## config.mk

```make
export PLATFORM = sky130hd
export DESIGN_NAME = assert_ctrl_sched
export DESIGN_NICKNAME = d
export VERILOG_FILES = /design/src/rtl/assert_ctrl_pkg.sv /design/src/rtl/assert_ctrl_fifo.sv /design/src/rtl/assert_ctrl_sched.sv
export SDC_FILE = /design/constraint.sdc
export NUM_CORES = 1
export LEC_CHECK = 0
export ABC_AREA = 1
export BUFFER_PORTS_ARGS = -buffer_cell sky130_fd_sc_hd__buf_2
export CAP_MARGIN = 40
export CELL_PAD_IN_SITES_DETAIL_PLACEMENT = 0
export CELL_PAD_IN_SITES_GLOBAL_PLACEMENT = 1
export CORE_UTILIZATION = 46
export DETAILED_ROUTE_END_ITERATION = 16
export PLACE_DENSITY = 0.89
export SETUP_SLACK_MARGIN = 0.5
export SYNTH_ARGS = -nofsm -noshare
export SYNTH_HDL_FRONTEND = slang
export SYNTH_SLANG_ARGS = --single-unit
```

## constraint.sdc

```tcl
create_clock -name clk -period 5.1 [get_ports clk]
set_input_delay 1.02 -clock clk [delete_from_list [all_inputs] [get_ports clk]]
set_output_delay 1.02 -clock clk [all_outputs]
set_load 0.01 [all_outputs]
```

## src/rtl/assert_ctrl_pkg.sv

```systemverilog
// Shared types and constants for the checker-control sequencer.
// The opcode is carried as raw bits so that illegal codes can be queued and reported.
package assert_ctrl_pkg;

    typedef enum logic [3:0] {
        OP_LOCK   = 4'd1,
        OP_UNLOCK = 4'd2,
        OP_ON     = 4'd3,
        OP_OFF    = 4'd4,
        OP_KILL   = 4'd5,
        OP_VACON  = 4'd10,
        OP_VACOFF = 4'd11
    } op_e;

    localparam logic [7:0] AT_CONC   = 8'd1;
    localparam logic [7:0] AT_S_IMM  = 8'd2;
    localparam logic [7:0] AT_D_IMM  = 8'd12;
    localparam logic [7:0] AT_EXPECT = 8'd16;
    localparam logic [7:0] AT_UNIQ   = 8'd32;
    localparam logic [7:0] AT_UNIQ0  = 8'd64;
    localparam logic [7:0] AT_PRIO   = 8'd128;
    localparam logic [7:0] ALL_ASSERTS = 8'hFF;

    localparam logic [2:0] DT_ASSERT = 3'd1;
    localparam logic [2:0] DT_COVER  = 3'd2;
    localparam logic [2:0] DT_ASSUME = 3'd4;
    localparam logic [2:0] ALL_DIRECTIVES = 3'd7;

    typedef struct packed {
        logic [3:0] op;
        logic [7:0] atype;
        logic [2:0] dtype;
    } cmd_hdr_t;

    function automatic logic mask_hit(input logic [7:0] cmd_at, input logic [2:0] cmd_dt,
                                      input logic [7:0] chk_at, input logic [2:0] chk_dt);
        return (|(cmd_at & chk_at)) && (|(cmd_dt & chk_dt));
    endfunction

endpackage

```

## src/rtl/assert_ctrl_fifo.sv

```systemverilog
// Synchronous command FIFO; push/pop are ignored when full/empty respectively.
module assert_ctrl_fifo #(
    parameter int WIDTH = 8,
    parameter int DEPTH = 4
) (
    input  logic             clk,
    input  logic             rst,
    input  logic             push,
    input  logic             pop,
    input  logic [WIDTH-1:0] wr_data,
    output logic [WIDTH-1:0] rd_data,
    output logic             full,
    output logic             empty
);
    localparam int AW = $clog2(DEPTH);

    logic [WIDTH-1:0] mem_q [DEPTH];
    logic [AW-1:0]    wr_ptr_q, rd_ptr_q;
    logic [AW:0]      count_q;
    logic             do_push, do_pop;

    assign full    = (count_q == (AW+1)'(DEPTH));
    assign empty   = (count_q == '0);
    assign do_push = push && !full;
    assign do_pop  = pop && !empty;
    assign rd_data = mem_q[rd_ptr_q];

    always_ff @(posedge clk) begin
        if (rst) begin
            wr_ptr_q <= '0;
            rd_ptr_q <= '0;
            count_q  <= '0;
        end else begin
            if (do_push) wr_ptr_q <= wr_ptr_q + AW'(1);
            if (do_pop)  rd_ptr_q <= rd_ptr_q + AW'(1);
            count_q <= count_q + (AW+1)'(do_push) - (AW+1)'(do_pop);
        end
    end

    always_ff @(posedge clk) begin
        if (do_push) mem_q[wr_ptr_q] <= wr_data;
    end

endmodule

```

## src/rtl/assert_ctrl_sched.sv

```systemverilog
// Delayed command sequencer driving per-checker enable / vacuous-enable / lock / kill.
// Commands are queued, popped one at a time, held for their delay, then applied.
module assert_ctrl_sched
    import assert_ctrl_pkg::*;
#(
    parameter int N_CHK      = 8,
    parameter int DLY_W      = 16,
    parameter int FIFO_DEPTH = 4
) (
    input  logic               clk,
    input  logic               rst,
    input  logic [N_CHK*8-1:0] chk_atype,
    input  logic [N_CHK*3-1:0] chk_dtype,
    input  logic               cmd_valid,
    output logic               cmd_ready,
    input  logic [3:0]         cmd_op,
    input  logic [7:0]         cmd_atype,
    input  logic [2:0]         cmd_dtype,
    input  logic [N_CHK-1:0]   cmd_sel,
    input  logic [DLY_W-1:0]   cmd_delay,
    output logic [N_CHK-1:0]   chk_en,
    output logic [N_CHK-1:0]   chk_vac_en,
    output logic [N_CHK-1:0]   chk_lock,
    output logic [N_CHK-1:0]   chk_kill,
    output logic               cmd_err,
    output logic               busy
);
    typedef struct packed {
        cmd_hdr_t         hdr;
        logic [N_CHK-1:0] sel;
        logic [DLY_W-1:0] delay;
    } cmd_t;

    typedef enum logic {S_IDLE, S_WAIT} state_e;

    state_e           state_q, state_d;
    cmd_hdr_t         cur_hdr_q, cur_hdr_d;
    logic [N_CHK-1:0] cur_sel_q, cur_sel_d;
    logic [DLY_W-1:0] cnt_q, cnt_d;
    logic [N_CHK-1:0] en_q, en_d, vac_q, vac_d, lock_q, lock_d, kill_q, kill_d;
    logic             err_q, err_d;

    cmd_t             wr_cmd, rd_cmd;
    logic             fifo_full, fifo_empty, push, pop;
    logic [N_CHK-1:0] match, live;

    assign wr_cmd = '{hdr: '{op: cmd_op, atype: cmd_atype, dtype: cmd_dtype},
                      sel: cmd_sel, delay: cmd_delay};
    assign push   = cmd_valid && !fifo_full;

    assert_ctrl_fifo #(.WIDTH($bits(cmd_t)), .DEPTH(FIFO_DEPTH)) u_fifo (
        .clk     (clk),
        .rst     (rst),
        .push    (push),
        .pop     (pop),
        .wr_data (wr_cmd),
        .rd_data (rd_cmd),
        .full    (fifo_full),
        .empty   (fifo_empty)
    );

    always_comb begin
        match = '0;
        for (int i = 0; i < N_CHK; i++)
            match[i] = mask_hit(cur_hdr_q.atype, cur_hdr_q.dtype, chk_atype[i*8 +: 8], chk_dtype[i*3 +: 3])
                       && (cur_sel_q == '0 || cur_sel_q[i]);
    end

    // Lock only shields the enable/vacuous/kill ops; LOCK/UNLOCK use the raw match.
    assign live = match & ~lock_q;

    always_comb begin
        state_d   = state_q;
        cur_hdr_d = cur_hdr_q;
        cur_sel_d = cur_sel_q;
        cnt_d     = cnt_q;
        en_d      = en_q;
        vac_d     = vac_q;
        lock_d    = lock_q;
        kill_d    = '0;
        err_d     = 1'b0;
        pop       = 1'b0;
        case (state_q)
            S_IDLE: begin
                if (!fifo_empty) begin
                    pop       = 1'b1;
                    cur_hdr_d = rd_cmd.hdr;
                    cur_sel_d = rd_cmd.sel;
                    cnt_d     = rd_cmd.delay;
                    state_d   = S_WAIT;
                end
            end
            S_WAIT: begin
                if (cnt_q != '0) begin
                    cnt_d = cnt_q - DLY_W'(1);
                end else begin
                    state_d = S_IDLE;
                    case (cur_hdr_q.op)
                        OP_LOCK:   lock_d = lock_q | match;
                        OP_UNLOCK: lock_d = lock_q & ~match;
                        OP_ON:     en_d   = en_q | live;
                        OP_OFF:    en_d   = en_q & ~live;
                        OP_KILL:   kill_d = live;
                        OP_VACON:  vac_d  = vac_q | live;
                        OP_VACOFF: vac_d  = vac_q & ~live;
                        default:   err_d  = 1'b1;
                    endcase
                end
            end
            default: state_d = S_IDLE;
        endcase
    end

    always_ff @(posedge clk) begin
        if (rst) begin
            state_q   <= S_IDLE;
            cur_hdr_q <= '0;
            cur_sel_q <= '0;
            cnt_q     <= '0;
            en_q      <= '1;
            vac_q     <= '1;
            lock_q    <= '0;
            kill_q    <= '0;
            err_q     <= 1'b0;
        end else begin
            state_q   <= state_d;
            cur_hdr_q <= cur_hdr_d;
            cur_sel_q <= cur_sel_d;
            cnt_q     <= cnt_d;
            en_q      <= en_d;
            vac_q     <= vac_d;
            lock_q    <= lock_d;
            kill_q    <= kill_d;
            err_q     <= err_d;
        end
    end

    assign cmd_ready  = !fifo_full;
    assign busy       = !fifo_empty || (state_q != S_IDLE);
    assign chk_en     = en_q;
    assign chk_vac_en = vac_q;
    assign chk_lock   = lock_q;
    assign chk_kill   = kill_q;
    assign cmd_err    = err_q;

endmodule
```

==> metrics.txt <==
# TYPE chip_impl_metric gauge
chip_impl_metric{name="layout.area.seq",unit="um2"} 6330
chip_impl_metric{name="timing_worst_slew_pin_value",unit="ps"} 821
chip_impl_metric{name="syn2layout_area_growth",unit="%"} 18.0
chip_impl_metric{name="cp.required",unit="ps"} 4080
chip_impl_metric{name="synth_cell_type_count",unit=""} 39
chip_impl_metric{name="gr-usage-all-layers",unit="%"} 22.1
chip_impl_metric{name="irDropWorstVdd",unit="mV"} 0.330
chip_impl_metric{name="num_rows",unit=""} 54
chip_impl_metric{name="first_pass_grt_wire_length",unit="mm"} 40.9
chip_impl_metric{name="fp.coreArea",unit="um2"} 22100
chip_impl_metric{name="die_height",unit="um"} 153
chip_impl_metric{name="grt_start_max_net_pins",unit=""} 79
chip_impl_metric{name="routed-via-count",unit=""} 8311
chip_impl_metric{name="skew",unit="ps"} 13.0
chip_impl_metric{name="leakagePower",unit="nW"} 5.05
chip_impl_info{name="worst_r2r_endpoint",value="cnt_q[6]"} 1
chip_impl_info{name="worstHoldPathType",value="reg -> reg"} 1
chip_impl_metric{name="synth_area_per_cell",unit="um2"} 9.19
chip_impl_metric{name="place.port_buffers",unit=""} 164
chip_impl_metric{name="final_net_count",unit=""} 1424
chip_impl_metric{name="drt.antenna.violating_nets",unit=""} 0
chip_impl_metric{name="cts-resized-gates",unit=""} 0
chip_impl_metric{name="holdBufCountCts",unit=""} 0
chip_impl_metric{name="min_delay_path_depth",unit=""} 2
chip_impl_info{name="unrepaired_setup_endpoints_after_global_routing",value="false"} 1
chip_impl_metric{name="first_global_vias",unit=""} 7731
chip_impl_metric{name="placement.setup.worst_slack",unit="ps"} 1900
chip_impl_metric{name="clockBufferDepth",unit=""} 3
chip_impl_info{name="clock_root_buffer",value="sky130_fd_sc_hd__clkbuf_16"} 1
chip_impl_metric{name="route.detailed.vias_per_inst",unit=""} 5.24
chip_impl_metric{name="max-slew-margin-rel",unit="%"} 45.2
chip_impl_metric{name="ioPinCount",unit=""} 165
chip_impl_metric{name="num-fill-cells",unit=""} 1955
chip_impl_metric{name="dpl_cell_area",unit="um2"} 11500
chip_impl_metric{name="cts_max_level",unit=""} 1
chip_impl_info{name="final_cell_mix",value="246 x sky130_fd_sc_hd__nand2_1, 228 x sky130_fd_sc_hd__nor2_1, 164 x sky130_fd_sc_hd__buf_2"} 1
chip_impl_info{name="yosys_most_used_dff",value="sky130_fd_sc_hd__edfxtp_1"} 1
chip_impl_metric{name="crit_arrival",unit="ps"} 1940
chip_impl_metric{name="switchingPower",unit="mW"} 2.62
chip_impl_metric{name="numClockSinks",unit=""} 238
chip_impl_metric{name="switching_fraction_of_total_power",unit="%"} 38.7
chip_impl_metric{name="setup-tns-final",unit="ps"} 0
chip_impl_metric{name="cellInternalPower",unit="mW"} 4.16
chip_impl_metric{name="power_per_cell_area",unit="nW/um2"} 549
chip_impl_metric{name="layout_worst_path_cycle_share",unit="%"} 58.1
chip_impl_metric{name="total_power",unit="mW"} 6.79
chip_impl_metric{name="synth_sequential_area_ratio",unit="%"} 60.4
chip_impl_metric{name="ff2ff_path_depth",unit=""} 8
chip_impl_metric{name="post-route-drc-count",unit=""} 0
chip_impl_info{name="crit_path_end_kind",value="primary output"} 1
chip_impl_metric{name="synth.net_count",unit=""} 1278
chip_impl_metric{name="grt_antenna_before_repair",unit=""} 0
chip_impl_info{name="status",value="completed"} 1
chip_impl_metric{name="post-cts-setup-buffers",unit=""} 0
chip_impl_metric{name="netlist_area",unit="um2"} 10500
chip_impl_metric{name="asyncSetResetFlopFracSynth",unit="%"} 0
chip_impl_metric{name="achievable-frequency",unit="GHz"} 0.337
chip_impl_info{name="most_common_cell_after_layout_fill_and_taps_aside",value="sky130_fd_sc_hd__nand2_1"} 1
chip_impl_metric{name="antenna_cells",unit=""} 0
chip_impl_metric{name="final_layout_size_suffix_gt1_share",unit="%"} 19.3
chip_impl_metric{name="wl_per_cell",unit="um"} 16.4
chip_impl_metric{name="dieWidth",unit="um"} 153
chip_impl_metric{name="setup-violations-final",unit=""} 0
chip_impl_metric{name="combPwrFrac",unit="%"} 33.4
chip_impl_metric{name="p_seq_share",unit="%"} 39.6
chip_impl_metric{name="synth_edf_count",unit=""} 156
chip_impl_metric{name="final_hold_viol_count",unit=""} 0
chip_impl_metric{name="netlist_instances",unit=""} 1140
chip_impl_info{name="critPathLaunchType",value="flip-flop"} 1
chip_impl_metric{name="numCtsBuffers",unit=""} 25
chip_impl_metric{name="gpl.final_weighted_congestion",unit=""} 0.838
chip_impl_metric{name="cap_viol_max_count",unit=""} 0
chip_impl_metric{name="drt_pass1_iterations",unit=""} 5
chip_impl_info{name="critical_path.startpoint",value="state_q"} 1
chip_impl_metric{name="layout_setup_ws",unit="ps"} 2140
chip_impl_metric{name="initial_utilization",unit="%"} 47.4
chip_impl_metric{name="multi_input_comb_area",unit="um2"} 3740
chip_impl_metric{name="clk_latency",unit="ps"} 530
chip_impl_info{name="cts_tree",value="yes"} 1
chip_impl_metric{name="dr.first_iter.drc_count",unit=""} 660
chip_impl_metric{name="final_cell_area",unit="um2"} 12400
chip_impl_metric{name="synth_seq_cells",unit=""} 238
chip_impl_metric{name="dpl.cell_count",unit=""} 1539
chip_impl_metric{name="grt-ovfl-total",unit=""} 0
chip_impl_metric{name="post_layout_nonfiller_instances",unit=""} 1585
chip_impl_metric{name="final_max_slew_viol_count",unit=""} 0
chip_impl_info{name="path_type_of_the_worst_setup_path",value="reg -> out"} 1
chip_impl_metric{name="die-area",unit="um2"} 23400
chip_impl_metric{name="crit_path_max_fanout",unit=""} 21
chip_impl_metric{name="clk_transition_reported_paths",unit="ps"} 60
chip_impl_metric{name="yosys_warnings",unit=""} 0
chip_impl_metric{name="power.clock.fraction",unit="%"} 27.0
chip_impl_metric{name="r2r_slack",unit="ps"} 2640
chip_impl_metric{name="fin_crit",unit="ps"} 2960
chip_impl_metric{name="drt-total-wl",unit="mm"} 26.0
chip_impl_metric{name="hpwlAfterDp",unit="mm"} 17.5
==> cell usage after synthesis (2+ instances only) <==
cell,number,area [um2]
sky130_fd_sc_hd__nor2_4,4,45.0
sky130_fd_sc_hd__xor2_1,3,26.3
sky130_fd_sc_hd__inv_1,45,169
sky130_fd_sc_hd__nand3_1,91,455
sky130_fd_sc_hd__o21ai_0,122,611
sky130_fd_sc_hd__nand2_1,246,923
sky130_fd_sc_hd__nor2_8,3,60.1
sky130_fd_sc_hd__buf_2,16,80.1
sky130_fd_sc_hd__inv_2,3,11.3
sky130_fd_sc_hd__o211ai_1,2,15.0
sky130_fd_sc_hd__nand3b_1,2,15.0
sky130_fd_sc_hd__xnor2_1,2,17.5
sky130_fd_sc_hd__nor2_2,3,18.8
sky130_fd_sc_hd__and3_1,2,12.5
sky130_fd_sc_hd__nand4_1,5,31.3
sky130_fd_sc_hd__a21oi_1,16,80.1
sky130_fd_sc_hd__buf_6,4,45.0
sky130_fd_sc_hd__o22ai_1,7,43.8
sky130_fd_sc_hd__a31oi_1,26,163
sky130_fd_sc_hd__nor2_1,232,871
sky130_fd_sc_hd__dfxtp_1,82,1640
sky130_fd_sc_hd__clkbuf_1,35,131
sky130_fd_sc_hd__nand2_4,3,33.8
sky130_fd_sc_hd__clkinv_1,2,7.51
sky130_fd_sc_hd__edfxtp_1,156,4680
sky130_fd_sc_hd__nor3_2,8,80.1
sky130_fd_sc_hd__o21ai_1,2,10.0
sky130_fd_sc_hd__ha_1,7,87.6
==> critical path, stage by stage, from the launching register on <==
cell and delay [ps]:
sky130_fd_sc_hd__dfxtp_1 310, sky130_fd_sc_hd__inv_1 490, sky130_fd_sc_hd__nand4_1 360, sky130_fd_sc_hd__buf_2 250
==> layer usage <==
layer  GRT usage [%]  routed length (um)  part of all wire [%]
met3            3.63                1470                   5.7
met2            34.8               11600                    45
met1            31.0               12100                    47
met4            7.46                 769                   3.0
met5               0                   0                     0
==> per-stage QoR <==
step / util, % / hold slack, ps
3_3_place_gp: 52.1 / 436
3_5_place_dp: 52.2 / 442
4_1_cts: 56.0 / 464
2_1_floorplan: - / 456
5_1_grt: 56.0 / 491
6_report: 56.0 / 467
==> power groups by stage <==
| stage | sequential [mW] | combinational, mW | clock [mW] |
|---|---|---|---|
| 6_report | 2.69 | 2.27 | 1.83 |
| 5_1_grt | 2.73 | 2.58 | 1.94 |
| 3_5_place_dp | 2.72 | 2.26 | 0 |
| 4_1_cts | 2.69 | 2.28 | 1.86 |
| 2_1_floorplan | 2.53 | 1.76 | 0 |
| 3_3_place_gp | 2.72 | 2.21 | 0 |
==> kinds of logic (layout without fill, tap and decap cells) <==
kind of cell             count (synthesis)  after routing  synth area share [%]
AO/OA/AOI/OAI                          177            177                  8.99
flip-flops                             238            238                  60.4
buffers and inverters                  106            271                  4.27
adder cells (fa/ha/maj)                  8              8                  1.03
AND/OR/NAND/NOR                        606            606                  24.9
XOR/XNOR                                 5              5                 0.418
==> worst max path at each step <==
stage | to | slack, ps | cells past startpoint
floorplan | u_fifo.mem_q[0][0] | 1830 | 2
global placement | chk_kill[5] | 1990 | 6
detailed placement | chk_kill[3] | 1900 | 6
CTS | busy | 2130 | 3
global route | busy | 2030 | 3
finish | busy | 2140 | 3
==> cell type report <==
class	count	area share, %
timing repair buffer	175	7.41
inverter	50	1.52
tap	280	2.83
multi-input combinational	796	30.3
sequential	238	51.2
clock inverter	18	1.48
clock buffer	28	5.31
No activity file was read; power rests on OpenSTA's default activity.
